File: config.mk
export PLATFORM = sky130hd
export DESIGN_NAME = cop_trng_pool
export DESIGN_NICKNAME = d
export VERILOG_FILES = /design/src/rtl/cop_trng_pool_pkg.sv /design/src/rtl/cop_vn_debias.sv /design/src/rtl/cop_trng_pool.sv
export SDC_FILE = /design/constraint.sdc
export NUM_CORES = 1
export LEC_CHECK = 0
export ABC_AREA = 1
export BUFFER_PORTS_ARGS = -buffer_cell sky130_fd_sc_hd__buf_4
export CAP_MARGIN = 25
export CORE_UTILIZATION = 54
export CTS_CLUSTER_DIAMETER = 80
export DETAILED_ROUTE_END_ITERATION = 8
export PLACE_DENSITY = 0.76
export SYNTH_ARGS = -nofsm -noshare
export SYNTH_HDL_FRONTEND = slang
export SYNTH_HIERARCHICAL = 1
export SYNTH_SLANG_ARGS = --single-unit
File: constraint.sdc
create_clock -name clk -period 1.97 [get_ports clk]
set_input_delay 0.197 -clock clk [delete_from_list [all_inputs] [get_ports clk]]
set_output_delay 0.197 -clock clk [all_outputs]
set_load 0.02 [all_outputs]
File: src/rtl/cop_trng_pool_pkg.sv
// Shared definitions for the TRNG conditioning pool: FSM encodings and default sizes.
package cop_trng_pool_pkg;

    typedef enum logic [1:0] {
        ST_FILL  = 2'd0,
        ST_FULL  = 2'd1,
        ST_FAULT = 2'd2
    } state_t;

    localparam int W_DEF       = 64;
    localparam int O_DEF       = 3;
    localparam int RCT_MAX_DEF = 32;

endpackage

File: src/rtl/cop_vn_debias.sv
// Von Neumann debiaser: pairs raw valid bits in arrival order, emits the first bit of unequal pairs.
module cop_vn_debias
    import cop_trng_pool_pkg::*;
(
    input  logic clk,
    input  logic rst_n,
    input  logic ent_bit,
    input  logic ent_vld,
    output logic d,
    output logic d_vld
);

    logic phase;
    logic first;

    always_ff @(posedge clk or negedge rst_n) begin
        if (!rst_n) begin
            phase <= 1'b0;
            first <= 1'b0;
        end else if (ent_vld) begin
            phase <= ~phase;
            if (!phase) first <= ent_bit;
        end
    end

    // The second bit of a pair completes it in the same cycle it arrives.
    assign d     = first;
    assign d_vld = ent_vld & phase & (first ^ ent_bit);

endmodule

File: src/rtl/cop_trng_pool.sv
// Entropy pool: debias, XOR-fold into a W-bit word, repetition-count health test,
// and a double-buffered output word handed out once per gen request.
module cop_trng_pool
    import cop_trng_pool_pkg::*;
#(
    parameter int W       = W_DEF,
    parameter int O       = O_DEF,
    parameter int RCT_MAX = RCT_MAX_DEF
) (
    input  logic         clk,
    input  logic         rst_n,
    input  logic         ent_bit,
    input  logic         ent_vld,
    input  logic         gen,
    output logic         rdy,
    output logic [W-1:0] rdn,
    output logic         flt
);

    localparam int CNT_W = $clog2(W * O + 1);
    localparam int IDX_W = (W > 1) ? $clog2(W) : 1;
    localparam int RCT_W = $clog2(RCT_MAX + 1);

    localparam logic [CNT_W-1:0] CNT_LAST = CNT_W'(W * O - 1);
    localparam logic [IDX_W-1:0] IDX_LAST = IDX_W'(W - 1);
    localparam logic [RCT_W-1:0] RCT_LIM  = RCT_W'(RCT_MAX);

    state_t           state;
    logic [W-1:0]     acc;
    logic [CNT_W-1:0] cnt;
    logic [IDX_W-1:0] idx;
    logic             rct_last;
    logic [RCT_W-1:0] rct_cnt;
    logic             rct_trip;
    logic             d;
    logic             d_vld;

    cop_vn_debias u_debias (
        .clk     (clk),
        .rst_n   (rst_n),
        .ent_bit (ent_bit),
        .ent_vld (ent_vld),
        .d       (d),
        .d_vld   (d_vld)
    );

    // Repetition count on raw bits; a zero count means no bit seen since reset.
    always_ff @(posedge clk or negedge rst_n) begin
        if (!rst_n) begin
            rct_last <= 1'b0;
            rct_cnt  <= '0;
        end else if (ent_vld) begin
            rct_last <= ent_bit;
            if (rct_cnt != '0 && ent_bit == rct_last) begin
                if (rct_cnt != RCT_LIM) rct_cnt <= rct_cnt + 1'b1;
            end else begin
                rct_cnt <= RCT_W'(1);
            end
        end
    end

    assign rct_trip = (rct_cnt == RCT_LIM);

    // idx tracks cnt mod W so the fold needs no divider.
    always_ff @(posedge clk or negedge rst_n) begin
        if (!rst_n) begin
            state <= ST_FILL;
            acc   <= '0;
            cnt   <= '0;
            idx   <= '0;
            rdn   <= '0;
            rdy   <= 1'b0;
            flt   <= 1'b0;
        end else if (rct_trip || state == ST_FAULT) begin
            state <= ST_FAULT;
            flt   <= 1'b1;
            rdy   <= 1'b0;
            acc   <= '0;
            cnt   <= '0;
            idx   <= '0;
        end else begin
            if (!gen) rdy <= 1'b0;
            case (state)
                ST_FILL: begin
                    if (d_vld) begin
                        acc[idx] <= acc[idx] ^ d;
                        cnt      <= cnt + 1'b1;
                        idx      <= (idx == IDX_LAST) ? '0 : idx + 1'b1;
                        if (cnt == CNT_LAST) state <= ST_FULL;
                    end
                end
                ST_FULL: begin
                    // rdy high means this request was already served.
                    if (gen && !rdy) begin
                        rdn   <= acc;
                        rdy   <= 1'b1;
                        acc   <= '0;
                        cnt   <= '0;
                        idx   <= '0;
                        state <= ST_FILL;
                    end
                end
                default: state <= ST_FILL;
            endcase
        end
    end

endmodule

# == Word-level counts from Yosys, hierarchy flattened ==
# Cells that the tools add are included.
# op_classes
addsub,3
order_cmp,2
n_eq_ne,11
muxes,29
bitwise_logic,6
reduce_logical,13
# ops
cell,n
$mux W64,3
$pmux W64 S2,1
$bwmux W64,1
$mux W6,6
$mux W8,3
$pmux W8 S2,1
$add A6 B1 Y6 const B,2
$eq A6 B6 Y1 const B,2
$pmux W6 S2,1
$ne A3 B3 Y1 const B,3
$reduce_and A3 Y1,3
$add A8 B1 Y8 const B,1
$eq A8 B8 Y1 const B,1
$mux W2,4
$lt A6 B7 Y1 const B,1
$bmux W1 S6,1
$demux W1 S6,1
$ge A6 B1 Y1 const B,1
$mux W1,6
$ne A6 B6 Y1 const B,1
$reduce_bool A6 Y1,1
$pmux W2 S2,1
$reduce_and A2 Y1,2
$logic_and A1 B1 Y1,3
other kinds (11),14
# word_totals
ff_bits,155
in_bits,5
out_inout_bits,66
wordCells,75

# == Depth between registers and ports, before layout ==
# Gate-level depths: netlist (run 1).
# logic_depth
depth_word,8
depth_mapped,15
mapped_depth_nobuf,12

# == Cells and area by module ==
# Netlist (run 1), hierarchy kept.
# by_module_without_submodules
module,instances,cells_per_inst,area_each_um2,seq_area_each_um2
cop_trng_pool,1,1015,7980.2,3828.7
cop_vn_debias,1,14,103.8,50.0

# == Worst setup path after synthesis (run 1) ==
# No wires, ideal clock.
# synth_timing
path_type,flip-flop to flip-flop
startpoint,register rct_cnt[0]
endpoint,register acc[13]
arrival_time_ns,1.762
required_time_ns,1.853
slack_ns,0.091
path_stages_with_launch,14
path_buffers,2
synth_period_minus_slack_ns,1.879
cell_sequence,dfrtp_1 -> inv_1 -> ha_1 -> nand2_1 -> nor2_1 -> nand3_2 -> inv_1 -> a21oi_1 -> nand2_1 -> buf_4 -> clkbuf_1 -> nor2_1 -> nand3_2 -> nand2_1
# synth_between
elab_chain_cells,4
# synth_lines
element,line,source
start: declaration,cop_trng_pool.sv:33,logic [RCT_W-1:0] rct_cnt;
start signal: assignment,cop_trng_pool.sv:55,if (rct_cnt != RCT_LIM) rct_cnt <= rct_cnt + 1'b1;
$eq A6 B6 Y1 (*),cop_trng_pool.sv:62,assign rct_trip = (rct_cnt == RCT_LIM);
$logic_or A1 B1 Y1 (*),cop_trng_pool.sv:74,end else if (rct_trip || state == ST_FAULT) begin
$ne A3 B3 Y1 (no source line) / $reduce_bool A3 Y1 (equally long branches),n/a,
$reduce_and A3 Y1 (no source line),n/a,
end signal: indexed assignment,cop_trng_pool.sv:86,acc[idx] <= acc[idx] ^ d;
end: declaration,cop_trng_pool.sv:29,logic [W-1:0] acc;
# Every way passes the cells marked *; elsewhere a longest branch is shown, timed or not.
# A chain may end at the register's enable or synchronous reset.

# == Worst setup path after layout (run 1) ==
# layout_timing
startpoint,register idx[0]
endpoint,register acc[62]
# layout_between
elab_chain_cells,8
# layout_lines
element,line,source
start: declaration,cop_trng_pool.sv:31,logic [IDX_W-1:0] idx;
start signal: assignment,cop_trng_pool.sv:88,idx <= (idx == IDX_LAST) ? '0 : idx + 1'b1;
$lt A6 B7 Y1 (implied by the code) / $ge A6 B1 Y1 (equally long branches),cop_trng_pool.sv:86,
$logic_and A1 B1 Y1 (implied by the code),cop_trng_pool.sv:86,
$mux W1 (implied by the code),cop_trng_pool.sv:86,
$demux W1 S6,cop_trng_pool.sv:86,
$bwmux W64 (*),cop_trng_pool.sv:86,
$mux W64 (*),cop_trng_pool.sv:85,if (d_vld) begin
$pmux W64 S2 (*),cop_trng_pool.sv:83,case (state)
$mux W64 (*),cop_trng_pool.sv:74,
# Every way passes the cells marked *; elsewhere a longest branch is shown, timed or not. The select of a mux whose other input is x is not followed.

==> results of run 1 <==
==> cell type report <==
class / count / share of cell area (%)
flip-flops and latches: 155 / 36.7
well taps: 184 / 2.18
clock buffers: 21 / 4.26
multi-input cells: 704 / 33.5
repair buffers: 176 / 17.4
clock inverters: 11 / 1.81
inverters: 112 / 4.07
==> power by group through the flow <==
| stage | clock, W | sequential, W | combinational, W |
|---|---|---|---|
| floorplan | 0 | 0.00443 | 0.00340 |
| global placement | 0 | 0.00418 | 0.00586 |
| detailed placement | 0 | 0.00420 | 0.00594 |
| CTS | 0.00362 | 0.00417 | 0.00611 |
| global route | 0.00375 | 0.00426 | 0.00795 |
| finish | 0.00360 | 0.00419 | 0.00751 |
==> cell usage after synthesis, types with 12 or more instances <==
cell type / instances
sky130_fd_sc_hd__nand2_1: 275
sky130_fd_sc_hd__nor2_1: 76
sky130_fd_sc_hd__nand3_2: 21
sky130_fd_sc_hd__inv_1: 106
sky130_fd_sc_hd__clkbuf_1: 21
sky130_fd_sc_hd__dfrtp_1: 155
sky130_fd_sc_hd__o211ai_1: 12
sky130_fd_sc_hd__o21ai_0: 79
sky130_fd_sc_hd__buf_2: 13
sky130_fd_sc_hd__nand3_1: 142
sky130_fd_sc_hd__a21oi_1: 12
sky130_fd_sc_hd__nor3_1: 21
sky130_fd_sc_hd__nand4_1: 26
==> kinds of logic after synthesis <==
group / count (synthesis) / share of synthesized area (%)
flops: 155 / 48.0
xor+xnor: 3 / 0.325
simple gates: 583 / 33.6
mux: 2 / 0.279
buf+inv: 170 / 9.74
compound gates: 112 / 7.44
fa+ha+maj: 4 / 0.619
==> metal layers <==
metal / track usage [%] / vias to the layer above / wire, µm
met3: 5.54 / 70 / 1770
met1: 37.5 / 3684 / 9290
met5: 0 / - / 0
li1: - / 3609 / -
met4: 12.3 / 0 / 702
met2: 44.7 / 393 / 11000
==> state kept, by name (all words and copies together), names as in the netlist <==
signal          flops
idx                 6
cnt                 8
acc                64
flt                 1
state               2
u_debias/d          1
u_debias/phase      1
rct_cnt             6
rdy                 1
rdn                64
rct_last            1
==> what timing repair did <==
item | 4_1_cts | 5_1_grt
gates cloned | 1 | 12
resized for setup | 13 | 43
hold buffers | 3 | 0
setup buffers | 0 | 10
pin swaps | 0 | 13
endpoints found under the setup margin | 73 | 100
hold endpoints to repair | 44 | 0
==> critical path, cell delays in order (launching register included) <==
cell                        delay, ns
sky130_fd_sc_hd__dfrtp_2         0.45
sky130_fd_sc_hd__clkinv_4        0.09
sky130_fd_sc_hd__buf_8           0.16
sky130_fd_sc_hd__nand2_1         0.06
sky130_fd_sc_hd__nand3_1         0.09
sky130_fd_sc_hd__nand4_1         0.15
sky130_fd_sc_hd__nand2_1         0.13
sky130_fd_sc_hd__nand2_2         0.09
sky130_fd_sc_hd__nor2_4          0.14
sky130_fd_sc_hd__buf_6           0.12
sky130_fd_sc_hd__nand3_4         0.09
sky130_fd_sc_hd__clkbuf_16       0.18
sky130_fd_sc_hd__clkbuf_16       0.16
sky130_fd_sc_hd__nand3_1         0.09
sky130_fd_sc_hd__nand2_1         0.05
==> metrics by stage <==
stage | TNS (ns) | total power, W | area (µm²)
global route | -15.15 | 0.0160 | 10600
floorplan | 0 | 0.00784 | 8080
CTS | -0.598 | 0.0139 | 10100
finish | -10.24 | 0.0153 | 10600
global placement | -0.151 | 0.0100 | 9350
detailed placement | -0.803 | 0.0101 | 9350
==> how the worst min path moves through the flow <==
stage,startpoint,end,slack (ns),cells after the start
floorplan,rst_n,acc[0]$_DFFE_PN0P_,-0.1,0
global placement,rst_n,rdn[6]$_DFFE_PN0P_,0.16,1
detailed placement,rst_n,rdn[6]$_DFFE_PN0P_,0.16,1
CTS,ent_bit,rct_last$_DFFE_PN0P_,0.04,2
global route,ent_bit,rct_last$_DFFE_PN0P_,0.05,2
finish,ent_bit,rct_last$_DFFE_PN0P_,0.04,2
==> results.py, run 1 <==
metrics = {
    "status": {
        "run_status": "finished with violations",
        "violations": "negative setup slack",
    },
    "grt": {
        "first_global_vias": 7107,
        "overflow": 0,
        "grt_first_pass_wirelength_um": 34900,
        "initial_antenna_violation_count": 0,
        "global_route.usage.total_pct": 28.2,
        "largest_net_degree_at_the_start_of_global_routing": 52,
    },
    "placement": {
        "place_ws_ns": -0.0821,
        "placement.io_buffers": 70,
        "gp_congestion": 0.891,
        "place_hpwl_um": 14000,
        "dp.cells": 1306,
    },
    "cells_and_area": {
        "area_growth_syn_to_layout_pct": 30.7,
        "layout-drive-gt1-share_pct": 23.8,
        "nNetsFinal": 1175,
        "layout.cells.non_filler": 1363,
        "antenna_cells": 0,
        "area.sequential_mm2": 0.00388,
        "most_frequent_cells_in_the_layout": "268 x sky130_fd_sc_hd__nand2_1, 152 x sky130_fd_sc_hd__dfrtp_1, 138 x sky130_fd_sc_hd__nand3_1, 131 x sky130_fd_sc_hd__buf_4, 101 x sky130_fd_sc_hd__inv_1",
        "total_area_of_multi_input_combinational_cells_mm2": 0.00354,
        "fillCellCount": 1057,
        "finalCoreUtilization_pct": 72.4,
        "mostFrequentLayoutCell": "sky130_fd_sc_hd__nand2_1",
    },
    "power": {
        "p_comb_share_pct": 49.1,
        "power_switching_w": 0.00604,
        "sw_ratio_pct": 39.5,
        "sequentialPowerShare_pct": 27.4,
        "pwr_cell_area_mw_per_mm2": 1450,
        "power.share.clock_pct": 23.5,
        "internal_power_w": 0.00926,
        "leakage_nw": 5.30,
        "ir_drop_mv": 1.03,
    },
    "setup_path": {
        "timing.reg2reg.worst_path_depth": 14,
        "crit_path_max_fanout": 11,
        "timing.reg2reg.setup_slack_ns": -0.19,
        "worst_setup_path_endpoint": "acc[62]$_DFFE_PN0P_",
        "rr_startpoint": "idx[0]$_DFFE_PN0P_",
        "crit_required_ns": 2.30,
        "critPathKind": "reg2reg",
        "rr_endpoint": "acc[62]$_DFFE_PN0P_",
        "worstPathArrival_ns": 2.49,
        "setup.worst_path.start_class": "flop",
        "timing.critical_path.from": "idx[0]$_DFFE_PN0P_",
        "endpoint_kind": "flop",
    },
    "clock_network": {
        "tritoncts_num_sinks": 155,
        "clk_root_buf": "sky130_fd_sc_hd__clkbuf_16",
        "clkLatencyLatePin_ns": 0.44,
        "cts.path.max_buffers": 2,
        "numCtsBuffers": 17,
        "clk_pin_slew_worst_paths_ns": 0.06,
        "h-tree-depth": 4,
        "cts_tree": "done",
    },
    "timing": {
        "final.period_utilization_pct": 110,
        "finalHoldViolations": 0,
        "clock_skew_ns": 0.00812,
        "clock.fmax_mhz": 463,
        "final-setup-viol-count": 64,
        "hold_slack_ns": 0.0419,
        "maxSlewHeadroom_pct": 69.9,
        "worst_pin_slew_ns": 0.451,
        "layout_setup_ws_ns": -0.191,
        "timing_max_transition_violations_final": 0,
        "rsz0062_at_grt": "yes",
        "period_needed_ns": 2.16,
    },
    "logic_synthesis": {
        "yosys_reg_bits": 155,
        "post-synth-top-area-fraction_pct": 48.0,
        "yosys.area.top_type": "sky130_fd_sc_hd__dfrtp_1",
        "postSynthNetCount": 1038,
        "synth-seq-area-share_pct": 48.0,
        "post_synth.cell_area_avg_um2": 7.86,
        "synthesis.area_mm2": 0.00808,
        "async_reset_ff_share_pct": 100,
        "yosys_most_used_dff": "sky130_fd_sc_hd__dfrtp_1",
        "syn_inst": 1029,
        "ys_types": 36,
        "synth_top_cells_by_area": "sky130_fd_sc_hd__dfrtp_1 48%, sky130_fd_sc_hd__nand2_1 13%, sky130_fd_sc_hd__nand3_1 8.8%, sky130_fd_sc_hd__inv_1 4.9%, sky130_fd_sc_hd__o21ai_0 4.9%",
        "synth_edf_count": 0,
        "synth_warnings": 6,
    },
    "flow_run": {
        "number_of_max_cap_violations": 0,
    },
    "detailed_routing": {
        "antenna_violating_nets_post_route": 0,
        "routed_length_per_placed_instance_um": 16.7,
        "drc": 0,
        "drt_iter0_drc": 904,
        "via_count": 7756,
        "finalWirelength_um": 22800,
        "vias_per_cell": 5.69,
        "dr.pass1.iters": 6,
    },
    "floorplan": {
        "num_io_pins": 71,
        "floorplan.rows": 44,
        "die-width_um": 124,
        "chipHeight_um": 124,
        "core_area_mm2": 0.0146,
        "area_of_the_die_mm2": 0.0155,
        "start_util_pct": 55.4,
    },
    "hold_path": {
        "hold_class": "in2reg",
    },
}
No activity file was read; power rests on OpenSTA's default activity.
==> run 2, diff against run 1 <==
BUFFER_PORTS_ARGS = not set   (was -buffer_cell sky130_fd_sc_hd__buf_4)
CAP_MARGIN = not set   (was 25)
CORE_UTILIZATION = 58   (was 54)
DONT_BUFFER_PORTS = 1   (was not set)
==> run 2 against run 1 <==
Against the previous run: the run ends with negative hold slack, negative setup slack left; sequential share of layout area grew 0.92 points; utilization rose by 4.5 points; critical path depth did not move; final cell count fell by 5.1%; wire length increased by 3.7%; sequential power is 7.9% higher; count of clock-buffer cells in the layout fell by 1; global-route usage increased by 1.7 points; design area fell by 2.4%; largest power group unchanged.
==> results.py, run 2 (same netlist as run 1, synthesis figures left out) <==
metrics = {
    "grt": {
        "overflow": 0,
        "grt.met3_usage_pct": 5.99,
        "largest_net_degree_at_the_start_of_global_routing": 156,
        "initial_antenna_violation_count": 0,
        "grt_first_pass_wirelength_um": 33600,
        "first_global_vias": 6828,
        "most_crowded_layer_after_global_routing": "met2",
        "global_route.usage.total_pct": 29.9,
        "grt_use_met1_pct": 40.9,
        "gr-usage-met2_pct": 46.7,
    },
    "floorplan": {
        "core_area_mm2": 0.0134,
        "start_util_pct": 60.3,
        "floorplan.rows": 42,
        "chipHeight_um": 120,
        "area_of_the_die_mm2": 0.0144,
        "num_io_pins": 71,
        "die-width_um": 120,
    },
    "clock_network": {
        "cts.path.max_buffers": 2,
        "clk_pin_slew_worst_paths_ns": 0.06,
        "h-tree-depth": 4,
        "cts_tree": "done",
        "numCtsBuffers": 17,
        "clkLatencyLatePin_ns": 0.44,
        "clk_root_buf": "sky130_fd_sc_hd__clkbuf_16",
        "cts-hold-fix-buffers": 3,
        "tritoncts_num_sinks": 155,
    },
    "timing": {
        "hold_slack_ns": -0.538,
        "rsz0062_at_grt": "yes",
        "period_needed_ns": 2.15,
        "maxSlewHeadroom_pct": 76.3,
        "clock_skew_ns": 0.0119,
        "finalSetupTns_ns": -7.96,
        "finalHoldViolations": 155,
        "clock.fmax_mhz": 465,
        "final.period_utilization_pct": 109,
        "worst_pin_slew_ns": 0.352,
        "layout_setup_ws_ns": -0.179,
        "final-setup-viol-count": 65,
        "timing_max_transition_violations_final": 0,
    },
    "detailed_routing": {
        "via_count": 7673,
        "dr.pass1.iters": 7,
        "routed_length_per_placed_instance_um": 18.3,
        "antenna_violating_nets_post_route": 0,
        "drt_iter0_drc": 850,
        "vias_per_cell": 5.93,
        "finalWirelength_um": 23600,
        "drc": 0,
    },
    "cells_and_area": {
        "most_frequent_cells_in_the_layout": "248 x sky130_fd_sc_hd__nand2_1, 151 x sky130_fd_sc_hd__dfrtp_1, 119 x sky130_fd_sc_hd__nand3_1, 102 x sky130_fd_sc_hd__inv_1, 76 x sky130_fd_sc_hd__o21ai_0",
        "mostFrequentLayoutCell": "sky130_fd_sc_hd__nand2_1",
        "reg_top3": "acc (64), rdn (64), cnt (8)",
        "layout-drive-gt1-share_pct": 23.9,
        "nNetsFinal": 1115,
        "antenna_cells": 0,
        "area_growth_syn_to_layout_pct": 27.5,
    },
    "setup_path": {
        "cpPeakStageDelay_ns": 0.47,
        "critPathKind": "reg2reg",
        "timing.reg2reg.setup_slack_ns": -0.18,
        "critPathBufInv": 5,
        "rr_endpoint": "acc[40]$_DFFE_PN0P_",
        "endpoint_kind": "flop",
        "crit_path_max_fanout": 11,
        "critical-path-top-delay-family": "buffers and inverters",
        "setup.worst_path.start_class": "flop",
        "worstPathArrival_ns": 2.46,
        "crit_required_ns": 2.28,
        "critical_path.slowest_cell": "sky130_fd_sc_hd__dfrtp_2",
        "worstPathCellList": "clkinv_4 > buf_12 > nand2_4 > nand3_2 > nand2_2 > o21ai_2 > nand2_2 > nor2_4 > buf_6 > nand3_4 > buf_4 > clkbuf_16 > nand3_2 > nand2_1",
        "rr_startpoint": "idx[0]$_DFFE_PN0P_",
        "timing.reg2reg.worst_path_depth": 14,
    },
    "placement": {
        "place_hpwl_um": 13400,
        "placement.io_buffers": 0,
        "gp_congestion": 0.886,
    },
    "power": {
        "post-layout-total-power_w": 0.0154,
        "ir_drop_mv": 0.876,
        "leakage_nw": 4.99,
        "pwr_cell_area_mw_per_mm2": 1490,
    },
    "hold_path": {
        "hold_class": "in2async",
    },
    "status": {
        "run_status": "finished with violations",
        "violations": "negative hold slack, negative setup slack",
    },
    "flow_run": {
        "number_of_max_cap_violations": 0,
    },
}
run 2: cell count changes in the layout (fill, tap and decap cells not counted), sizes merged:
cell	before	now
inv	112	111
nand2	278	279
bufinv	5	3
buf	163	100
clkbuf	31	32
clkinv	3	6
run 2: per-layer routing:
metal	routed length, µm	vias up
met2	11400	458
met3	2160	96
li1	-	3503
met5	0	-
met1	9050	3616
met4	980	0
run 2: repair_timing:
item                                    in CTS  in global routing
endpoints found under the setup margin      67                106
resized for setup                           26                 89
gates cloned                                 1                 13
setup buffers                                2                 16
hold endpoints to repair                   159                155
pin swaps                                    0                 23
run 2: worst reg2reg max path: cells and delay by family, from the launching register on:
family | cells | cell delay [ns]
buffers and inverters | 5 | 0.77
AND/OR/NAND/NOR | 8 | 0.65
flip-flops | 1 | 0.47
AO/OA/AOI/OAI | 1 | 0.16
run 2: power breakdown:
group          total [W]  internal [W]  switching (W)
Combinational    0.00747       0.00322        0.00425
Sequential       0.00452       0.00378       0.000747
Clock            0.00339       0.00205        0.00134
run 2: cell type report:
type | instances | area [µm²]
clock buffers | 20 | 457
clock inverters | 11 | 145
fillers | 844 | 3090
inverters | 112 | 428
multi-input cells | 705 | 3790
flip-flops and latches | 155 | 3880
well taps | 176 | 220
repair buffers | 115 | 1380
run 2: worst max-delay path by stage:
| stage | cells past startpoint | slack, ns | endpoint | startpoint |
|---|---|---|---|---|
| 5_1_grt | 14 | -0.31 | acc[60]$_DFFE_PN0P_ | rct_cnt[1]$_DFFE_PN0P_ |
| 2_1_floorplan | 13 | 0.09 | acc[13]$_DFFE_PN0P_ | rct_cnt[0]$_DFFE_PN0P_ |
| 3_5_place_dp | 14 | -0.10 | acc[60]$_DFFE_PN0P_ | rct_cnt[1]$_DFFE_PN0P_ |
| 3_3_place_gp | 13 | -0.07 | acc[53]$_DFFE_PN0P_ | idx[0]$_DFFE_PN0P_ |
| 6_report | 14 | -0.18 | acc[40]$_DFFE_PN0P_ | idx[0]$_DFFE_PN0P_ |
| 4_1_cts | 14 | -0.04 | acc[60]$_DFFE_PN0P_ | rct_cnt[1]$_DFFE_PN0P_ |
run 2: per-stage QoR:
stage / area (µm²) / hold slack [ns] / std cells / setup WS [ns] / util [%]
after CTS: 9540 / -0.550 / 1265 / -0.0370 / 71.2
after floorplan: 8080 / -0.0986 / 1029 / 0.0908 / -
after detailed placement: 8780 / -0.0949 / 1228 / -0.103 / 65.5
after global placement: 8780 / -0.0932 / 1228 / -0.0653 / 65.5
final: 10300 / -0.538 / 1294 / -0.179 / 76.9
after global routing: 10300 / -0.552 / 1294 / -0.312 / 76.9
==> run 3, diff against run 2 <==
ABC_AREA = not set   (was 1)
CORE_UTILIZATION = 57   (was 58)
PLACE_DENSITY = 0.75   (was 0.76)
==> run 3 against run 2 <==
Against the previous run: the flow still finishes with violations (negative hold slack, negative setup slack); critical path type unchanged; first-iteration DRC count fell by 7.5%; global-route usage rose by 4.6 points; die area fell by 6.5%; synthesized cell count down 33%; hold slack improved by 0.00097 ns; sequential power is 20% lower; flip-flop and latch count stayed put; synthesized area down 8.2%; design area down 0.75%; combinational power shrank 41%.
==> results.py, run 3 <==
metrics = {
    "hold_path": {
        "hold_class": "in2async",
    },
    "grt": {
        "initial_antenna_violation_count": 0,
        "first_global_vias": 6471,
        "overflow": 0,
        "grt_first_pass_wirelength_um": 34200,
        "global_route.usage.total_pct": 34.4,
        "largest_net_degree_at_the_start_of_global_routing": 156,
    },
    "logic_synthesis": {
        "syn_inst": 691,
        "post_synth.cell_area_avg_um2": 10.7,
        "synthesis.area_mm2": 0.00742,
        "synth-seq-area-share_pct": 52.3,
        "async_reset_ff_share_pct": 100,
        "ys_types": 59,
        "synth_edf_count": 0,
        "postSynthNetCount": 700,
        "yosys_most_used_dff": "sky130_fd_sc_hd__dfrtp_1",
        "synth_commonest_cells": "155 x sky130_fd_sc_hd__dfrtp_1, 77 x sky130_fd_sc_hd__nand2_1, 72 x sky130_fd_sc_hd__mux2_2, 68 x sky130_fd_sc_hd__nand3_1, 47 x sky130_fd_sc_hd__o21ai_1",
        "yosys_reg_bits": 155,
        "yosys.area.top_type": "sky130_fd_sc_hd__dfrtp_1",
        "post-synth-top-area-fraction_pct": 52.3,
        "synth_top_cells_by_area": "sky130_fd_sc_hd__dfrtp_1 52%, sky130_fd_sc_hd__mux2_2 11%, sky130_fd_sc_hd__nand3_1 4.6%, sky130_fd_sc_hd__nand2_1 3.9%, sky130_fd_sc_hd__o21ai_1 3.2%",
        "yosys.cell_count.top_type": "sky130_fd_sc_hd__dfrtp_1",
        "synth_warnings": 6,
    },
    "timing": {
        "clock_skew_ns": 0.0123,
        "hold_slack_ns": -0.537,
        "maxSlewHeadroom_pct": 62.3,
        "finalHoldViolations": 155,
        "worst_pin_slew_ns": 0.562,
        "final.period_utilization_pct": 131,
        "period_needed_ns": 2.59,
        "timing_max_transition_violations_final": 0,
        "rsz0062_at_grt": "yes",
        "final-setup-viol-count": 122,
        "layout_setup_ws_ns": -0.620,
        "clock.fmax_mhz": 386,
    },
    "setup_path": {
        "endpoint_kind": "flop",
        "crit_path_max_fanout": 7,
        "critPathBufInv": 2,
        "critPathKind": "reg2reg",
        "worstPathArrival_ns": 2.92,
        "crit_required_ns": 2.30,
        "cpPeakStageDelay_ns": 0.51,
        "worstPathCellList": "buf_6 > mux4_2 > nand3b_1 > nand2_2 > a211oi_2 > nand4_1 > mux2_4 > buf_8 > o31ai_4",
        "setup.worst_path.start_class": "flop",
        "critical_path.slowest_cell": "sky130_fd_sc_hd__mux4_2",
        "critical-path-top-delay-family": "multiplexers",
    },
    "cells_and_area": {
        "layout-drive-gt1-share_pct": 44.5,
        "area_growth_syn_to_layout_pct": 38.0,
        "area.sequential_mm2": 0.00388,
        "total_area_of_multi_input_combinational_cells_mm2": 0.00366,
        "layout.cells.non_filler": 1043,
        "finalCoreUtilization_pct": 80.8,
        "most_frequent_cells_in_the_layout": "154 x sky130_fd_sc_hd__dfrtp_1, 153 x sky130_fd_sc_hd__buf_4, 75 x sky130_fd_sc_hd__nand2_1, 68 x sky130_fd_sc_hd__nand3_1, 61 x sky130_fd_sc_hd__mux2_2",
        "mostFrequentLayoutCell": "sky130_fd_sc_hd__dfrtp_1",
        "nNetsFinal": 867,
        "antenna_cells": 0,
        "fillCellCount": 722,
        "reg_top3": "acc (64), rdn (64), cnt (8)",
        "layout.cell_area.non_filler_mm2": 0.0102,
    },
    "detailed_routing": {
        "drc": 0,
        "vias_per_cell": 6.32,
        "finalWirelength_um": 24000,
        "dr.pass1.iters": 7,
        "routed_length_per_placed_instance_um": 23.0,
        "antenna_violating_nets_post_route": 0,
        "drt_iter0_drc": 786,
        "via_count": 6592,
    },
    "placement": {
        "dp.cells": 972,
        "place_ws_ns": -0.572,
        "placed_area_mm2": 0.00871,
        "gp_congestion": 0.944,
        "place_hpwl_um": 14000,
        "placement.io_buffers": 0,
    },
    "power": {
        "ir_drop_mv": 0.846,
        "leakage_nw": 4.66,
        "pwr_cell_area_mw_per_mm2": 1120,
        "post-layout-total-power_w": 0.0115,
    },
    "clock_network": {
        "numCtsBuffers": 17,
        "clk_pin_slew_worst_paths_ns": 0.07,
        "tritoncts_num_sinks": 155,
        "cts_tree": "done",
        "cts.path.max_buffers": 2,
        "clkLatencyLatePin_ns": 0.44,
        "cts-hold-fix-buffers": 3,
        "clk_root_buf": "sky130_fd_sc_hd__clkbuf_16",
        "h-tree-depth": 4,
    },
    "floorplan": {
        "floorplan.rows": 41,
        "start_util_pct": 58.5,
        "die-width_um": 116,
        "num_io_pins": 71,
        "core_area_mm2": 0.0127,
        "area_of_the_die_mm2": 0.0135,
        "chipHeight_um": 116,
    },
    "status": {
        "violations": "negative hold slack, negative setup slack",
        "run_status": "finished with violations",
    },
    "flow_run": {
        "number_of_max_cap_violations": 0,
    },
}
-- run 3: logic make-up (layout without fill, tap and decap cells) --
group,Yosys count,after routing,synth area share [%]
and+or+nand+nor,234,234,15.8
adders and majority gates,5,5,0.810
AOI/OAI and AO/OA,146,146,13.1
DFF,155,155,52.3
buffers and inverters,56,235,3.58
xor gates and xnor gates,7,7,0.827
muxes,88,89,13.6
-- run 3: repair_timing --
action,4_1_cts,5_1_grt
endpoints found under the setup margin,77,134
buffers inserted,14,12
endpoints found under the hold margin,165,155
pin swaps,26,5
gates cloned,5,7
resized for setup,79,39
-- run 3: worst paths after layout --
kind / from / to / slack, ns / cells past startpoint
setup / recovery: idx[1]$_DFFE_PN0P_ / acc[37]$_DFFE_PN0P_ / -0.62 / 9
hold / removal: rst_n / rdn[36]$_DFFE_PN0P_ / -0.54 / 0
setup reg to reg: idx[1]$_DFFE_PN0P_ / acc[37]$_DFFE_PN0P_ / -0.62 / 9
hold reg to reg: cnt[4]$_DFFE_PN0P_ / cnt[4]$_DFFE_PN0P_ / 0.54 / 1
max in group asynchronous: rst_n / idx[2]$_DFFE_PN0P_ / 2.28 / 0
min in group clk: ent_vld / rct_cnt[3]$_DFFE_PN0P_ / 0.01 / 3
-- run 3: final cells by class --
type,instances,area share (%)
clock buffers,17,4.16
clock inverters,15,1.94
inverters,9,0.367
multi-input cells,481,35.8
flip-flops and latches,155,37.9
well taps,172,2.10
repair buffers,194,17.7
-- run 3: where the power goes --
part	internal, W	switching [W]
logic	0.00202	0.00238
registers	0.00339	0.000223
clock network	0.00212	0.00137
-- run 3: through the flow --
step / TNS [ns] / hold WS, ns
final: -40.40 / -0.537
after CTS: -28.79 / -0.551
after global placement: -32.86 / -0.0931
after detailed placement: -35.14 / -0.0944
after global routing: -46.65 / -0.558
after floorplan: -12.08 / -0.0986
-- run 3: per-layer routing --
layer  track usage, %  up-vias  share of wire (%)
met4             17.9        0                4.2
met1             42.8     3263                 38
met5                0        -                  0
met3             9.10       99                8.6
met2             55.4      373                 50
li1                 -     2857                  -
